===== src/rtl/pipelined_adder.sv =====
// Carry-segmented pipelined adder/subtractor with valid/ready flow control.
// Each stage resolves one STAGE_BITS slice of the carry chain and forwards the rest.
module pipelined_adder #(
   parameter int BITWIDTH   = 32,
   parameter int STAGE_BITS = 8
) (
   input  logic                clk,
   input  logic                rst,
   input  logic                in_valid,
   output logic                in_ready,
   input  logic [BITWIDTH-1:0] bits_a,
   input  logic [BITWIDTH-1:0] bits_b,
   input  logic                carry_in,
   input  logic                sub,
   output logic                out_valid,
   input  logic                out_ready,
   output logic [BITWIDTH-1:0] sum,
   output logic                carry_out,
   output logic                overflow
);

   localparam int NUM_STAGES = (BITWIDTH + STAGE_BITS - 1) / STAGE_BITS;

   logic [BITWIDTH-1:0] b_eff;
   logic                c0;

   assign b_eff = sub ? ~bits_b : bits_b;
   assign c0    = carry_in ^ sub;

   for (genvar gi = 0; gi < NUM_STAGES; gi++) begin : g_stage
      localparam int LO = gi * STAGE_BITS;
      localparam int HI = (LO + STAGE_BITS >= BITWIDTH) ? BITWIDTH - 1 : LO + STAGE_BITS - 1;
      localparam int W  = HI - LO + 1;
      localparam int UP = BITWIDTH - LO;

      // Operand bits still unresolved on entry, right-aligned so bit 0 is slice bit 0.
      logic [UP-1:0] a_in;
      logic [UP-1:0] b_in;
      logic          c_in;
      logic          v_in;
      logic          ready_nxt;
      logic          stage_ready;
      logic          load;
      logic [W:0]    slice_sum;
      logic [HI:0]   sum_next;
      logic          v_reg;
      logic          carry_reg;
      logic [HI:0]   sum_reg;

      if (gi == 0) begin : g_head
         assign a_in     = bits_a;
         assign b_in     = b_eff;
         assign c_in     = c0;
         assign v_in     = in_valid;
         assign sum_next = slice_sum[W-1:0];
      end else begin : g_tail
         assign a_in     = g_stage[gi-1].g_mid.a_rem_reg;
         assign b_in     = g_stage[gi-1].g_mid.b_rem_reg;
         assign c_in     = g_stage[gi-1].carry_reg;
         assign v_in     = g_stage[gi-1].v_reg;
         assign sum_next = {slice_sum[W-1:0], g_stage[gi-1].sum_reg};
      end

      assign stage_ready = !v_reg || ready_nxt;
      assign load        = stage_ready && v_in;
      assign slice_sum   = {1'b0, a_in[W-1:0]} + {1'b0, b_in[W-1:0]} + {{W{1'b0}}, c_in};

      always_ff @(posedge clk or posedge rst) begin
         if (rst) begin
            v_reg     <= 1'b0;
            carry_reg <= 1'b0;
            sum_reg   <= '0;
         end else begin
            if (stage_ready) begin
               v_reg <= v_in;
            end
            if (load) begin
               carry_reg <= slice_sum[W];
               sum_reg   <= sum_next;
            end
         end
      end

      if (gi < NUM_STAGES - 1) begin : g_mid
         logic [BITWIDTH-HI-2:0] a_rem_reg;
         logic [BITWIDTH-HI-2:0] b_rem_reg;

         assign ready_nxt = g_stage[gi+1].stage_ready;

         always_ff @(posedge clk or posedge rst) begin
            if (rst) begin
               a_rem_reg <= '0;
               b_rem_reg <= '0;
            end else if (load) begin
               a_rem_reg <= a_in[UP-1:W];
               b_rem_reg <= b_in[UP-1:W];
            end
         end
      end else begin : g_last
         logic ovf_reg;

         assign ready_nxt = out_ready;

         // Top slice holds the true MSBs of A and B', so signed overflow is decided here.
         always_ff @(posedge clk or posedge rst) begin
            if (rst) begin
               ovf_reg <= 1'b0;
            end else if (load) begin
               ovf_reg <= (a_in[W-1] == b_in[W-1]) && (slice_sum[W-1] != a_in[W-1]);
            end
         end
      end
   end

   assign in_ready  = g_stage[0].stage_ready;
   assign out_valid = g_stage[NUM_STAGES-1].v_reg;
   assign sum       = g_stage[NUM_STAGES-1].sum_reg;
   assign carry_out = g_stage[NUM_STAGES-1].carry_reg;
   assign overflow  = g_stage[NUM_STAGES-1].g_last.ovf_reg;

endmodule


===== config.mk =====
export PLATFORM = sky130hd
export DESIGN_NAME = pipelined_adder
export DESIGN_NICKNAME = d
export VERILOG_FILES = /design/src/rtl/pipelined_adder.sv
export SDC_FILE = /design/constraint.sdc
export NUM_CORES = 1
export LEC_CHECK = 0
export CAP_MARGIN = 20
export CORE_ASPECT_RATIO = 0.5
export CORE_MARGIN = 2
export CORE_UTILIZATION = 50
export CTS_CLUSTER_DIAMETER = 200
export DETAILED_ROUTE_END_ITERATION = 10
export GPL_TIMING_DRIVEN = 0
export PLACE_DENSITY_LB_ADDON = 0.1
export SYNTH_ARGS = -nofsm -noshare
export SYNTH_HDL_FRONTEND = slang
export SYNTH_SLANG_ARGS = --single-unit
export TNS_END_PERCENT = 20

===== constraint.sdc =====
create_clock -name clk -period 5.3 [get_ports clk]
set_clock_uncertainty 0.1 [all_clocks]
set_input_delay 0.53 -clock clk [delete_from_list [all_inputs] [get_ports clk]]
set_output_delay 0.53 -clock clk [all_outputs]
set_load 0.01 [all_outputs]

# Word level (Yosys, flattened, before mapping)
# Cells that the tools add are included.
# classes
n_mux,1
add_sub_neg,8
bitwise,2
n_eq_ne,2
reduce_logical,13
# op_table
cell,count
$add A8 B8 Y9,4
$add A9 B1 Y9,4
$mux W32,1
$not A32 Y32,1
$logic_and A1 B1 Y1,5
$logic_not A1 Y1,4
$logic_or A1 B1 Y1,4
$eq A1 B1 Y1,1
$ne A1 B1 Y1,1
$xor A1 B1 Y1,1
# word_totals
reg_bits,185
input_bits,70
word_cells,45
output_inout_bits,36

# Depth between registers and ports, before layout
# depth
depth_word,6
depth_mapped,10

# Worst setup path after synthesis
# OpenSTA, ideal clock, no wires.
# synth_timing
path_type,input-to-reg
startpoint,input port sub
endpoint,register g_stage[0].sum_reg[6]
slack_ns,2.606
arrival_ns,2.452
path_buffers,2
required_ns,5.058
stages,10
path_cell_list,buf_2 -> buf_2 -> xor2_1 -> fa_1 -> inv_1 -> fa_1 -> nor2b_1 -> o31a_1 -> o311ai_0 -> o211ai_1
# synth_between
elab_chain_cells,3
# synth_rtl
element,line,source
"start, declared",14,"input logic sub,"
$mux W32,27,assign b_eff = sub ? ~bits_b : bits_b;
$add A8 B8 Y9,66,"assign slice_sum = {1'b0, a_in[W-1:0]} + {1'b0, b_in[W-1:0]} + {{W{1'b0}}, c_in};"
$add A9 B1 Y9 *,66,
"end signal, assigned",79,sum_reg <= sum_next;
"end, declared",48,logic [HI:0] sum_reg;
# Every way passes the cells marked *; elsewhere a longest branch is shown, timed or not.
# A chain may end at the register's enable or synchronous reset.

# Worst setup path in the final report
# layout_timing
startpoint,input port out_ready
endpoint,output port in_ready
# layout_between
elab_chain_cells,4
# layout_rtl
element,line,source
"start, declared",16,"input logic out_ready,"
$logic_or A1 B1 Y1 (4 in a row),64,assign stage_ready = !v_reg || ready_nxt;
"end, declared",10,"output logic in_ready,"
# Every way passes these cells.

==> summary.md <==
| Metric | Value |
|---|---|
| Pre-CTS setup slack | `2.238 ns` |
| Global Route Usage Sum | `0.2390` |
| Full die area | `about 19000 um2` |
| Commonest non-fill, non-tap cells in the layout | `nand2_1, dfrtp_1, clkdlybuf4s50_1, o21ai_0, xnor2_1` |
| CTS tree | `done` |
| Hold WS | `0.3675 ns` |
| Clock latency on the worst-skew pair | `between 0.4 and 0.5 ns` |
| Most used cell, CP | `clkdlybuf4s50_1` |
| Antenna violations before repair | `0` |
| Clock root cell | `clkbuf_16` |
| Iteration-0 DRC Markers | `around 430` |
| Max-slew violation count | `0` |
| Startpoint types | `primary input` |
| Mean Syn Cell Area | `9.192 um2` |
| Layout cells sized above 1 | `0.07741` |
| Diodes inserted | `0` |
| Cell Chain, Critical Path | `clkdlybuf4s50_1 > and4b_1 > buf_6 > nand2_1 > clkdlybuf4s50_1` |
| Post-synthesis cell count | `between 900 and 1000` |
| Hold Path Class | `flop to flop` |
| Congestion Overflow GR | `0` |
| Buf/Inv on CP | `3` |
| Seq/Total Area, Yosys | `0.5257` |
| Critical path required time | `4.67 ns` |
| Post-Synth XOR/XNOR Area | `0.04177` |
| Top Family by Delay on Critical Path | `buffers and inverters` |
| Max Fclk | `350.7 MHz` |
| Worst Tran Pin Value | `around 0.9 ns` |
| Crit. End Element | `output pin` |
| Die Span Y | `97.84 um` |
| Max Root-Sink Buffers | `2` |
| Total CTS buffers | `17` |
| Slew headroom | `0.4001` |
| Final wirelength | `~21000 um` |
| Peak VDD IR | `0.0002518 V` |
| Worst setup margin | `2.449 ns` |
| Min Tclk post-route | `2.851 ns` |
| Input/output buffers | `104` |
| DRT Pass-1 Iters | `5` |
| Commonest non-fill, non-tap cell in the layout | `nand2_1` |
| Worst path slowest cell | `clkdlybuf4s50_1` |
| Setup Crit Path Kind | `primary input to output pin` |
| Ys flop type | `dfrtp_1` |
| Post-route DRC | `0` |
| Leakage | `~5.3 nW` |
| Clock Sinks | `185` |
| Detailed Place HPWL | `~16000 um` |
| Synth top area share | `0.5257` |
| Die width | `191.7 um` |
| Simple-gate share of the synthesized area | `0.2246` |
| Nets@finish | `1191` |
| Critical path arrival | `approximately 2.2 ns` |
| Row count | `34` |
| Routed Antenna Nets | `0` |
| Cell Area, Synth | `~9000 um2` |
| Final hold vios | `0` |
| Yosys reg bits | `185` |
| Async S/R FF share, synth | `1.000` |
| Outcome | `completed` |
| Largest family of logic cells by synthesized area | `simple AND/OR/NAND/NOR gates` |
| Compound-Gate Fraction of Synth Area | `0.1080` |
| Core area | `17310 um2` |
| Via density | `approximately 5.2` |
| Cts repair resizes | `0` |
| Largest stage delay on the critical path | `0.55 ns` |
| H-tree Lvls | `4` |
| Placer congestion estimate | `between 0.8 and 0.9` |
| Largest cells by area after synthesis | `dfrtp_1, nand2_1, ha_1, xnor2_1, o21ai_0` |
| Largest net degree at the start of global routing | `43` |
| CP Max Fanout | `5` |
| Area delta synth->final | `22.63%` |
| Cell taking the most area after synthesis | `dfrtp_1` |
| MaxCap Viol Count | `0` |
| Setup tns final | `0 ns` |
| # IOs | `about 110` |
| Final setup fails | `0` |
| Adder-cell share of the synthesized area | `0.05797` |
| Syn Nets | `1064` |
| Drt wl/cell | `15.87 um` |
| Post-synth EDFFs | `0` |
| Final worst path period share | `0.5380` |
| Worst-path clk slew | `approximately 0.080 ns` |
| Mux contribution to synthesized area | `0.003694` |
| Postcts setup bufs | `0` |
| Global-route wire length before repair | `roughly 35000 um` |
| Pwr Density | `460.0 nW/um2` |
| Unrepaired setup endpoints after global routing | `false` |
| Netlist cell types | `59` |
| Vias in the first global route | `around 6800` |
| Via count | `6903` |
| Number of synthesis warnings | `0` |
| Initial Utilization | `0.5086` |
| CTS Hold Bufs | `0` |
==> per-stage QoR <==
stage / utilization / cell area (um2) / power (mW) / std cells
floorplan: - / 8810 / 3.074 / 958
global placement: 0.5859 / 10140 / 3.659 / 1296
detailed placement: 0.5905 / 10220 / 3.719 / 1300
CTS: 0.6237 / 10800 / 4.989 / 1332
global route: 0.6237 / 10800 / 5.297 / 1332
finish: 0.6237 / 10800 / 4.968 / 1332
==> metal layers <==
metal	track usage	routed length (um)	vias to the layer above
li1	-	-	3392
met1	0.3668	10720	3319
met2	0.3516	9179	173
met3	0.04853	1039	19
met4	0.05030	200	0
met5	0	0	-
==> area by class of cell <==
class                      count  area [um2]
multi-input combinational    708        3840
timing repair buffer         108        1121
sequential                   185        4629
clock inverter                13       122.6
buffer                        43       254.0
clock buffer                  19       452.9
inverter                      22       86.33
fill                        1510        6515
tap                          234       292.8
==> final timing paths <==
kind,from,end,slack (ns),cells past startpoint
min reg2reg,g_stage[2].sum_reg[8]$_DFFE_PP0P_,sum[8]$_DFFE_PP0P_,0.37,2
min,g_stage[2].sum_reg[8]$_DFFE_PP0P_,sum[8]$_DFFE_PP0P_,0.37,2
max,out_ready,in_ready,2.45,5
max reg2reg,g_stage[0].carry_reg$_DFFE_PP0P_,g_stage[1].carry_reg$_DFFE_PP0P_,2.79,6
min in group asynchronous,rst,overflow$_DFFE_PP0P_,0.53,2
max in group asynchronous,rst,g_stage[0].v_reg$_DFFE_PP0N_,3.39,5
==> cells in the mapped netlist, types with 5 or more instances <==
library cell,n
o31ai_1,6
dfrtp_1,185
fa_1,8
buf_6,5
nor3_1,7
o21ai_0,49
a2111o_1,7
clkbuf_1,6
ha_1,28
o211ai_1,11
a21o_1,6
o21bai_1,5
buf_2,26
xor2_1,11
nand3_1,5
inv_1,21
nand2b_1,6
nor2_1,12
nand4_1,6
xnor2_1,31
nand2_1,434
a21oi_1,11
buf_4,6
a211oi_1,11
==> power breakdown <==
part | internal, mW | switching [mW] | total, mW
sequential | 1.84 | 0.291 | 2.13
combinational | 0.741 | 0.836 | 1.58
clock | 0.649 | 0.608 | 1.26
==> logic make-up after synthesis <==
kind of cell | after synthesis
AOI/OAI and AO/OA | 136
xor gates and xnor gates | 42
adders and majority gates | 36
buffers and inverters | 65
DFF | 185
muxes | 3
and+or+nand+nor | 491
==> worst reg2reg max path, cell delays in order (launching register included) <==
cell and delay [ns]:
dfrtp_1 0.40, fa_1 0.51, fa_1 0.44, a21oi_1 0.26, o211ai_1 0.14, and3b_1 0.22, o41a_1 0.32
(Power assumes the default switching activity.)
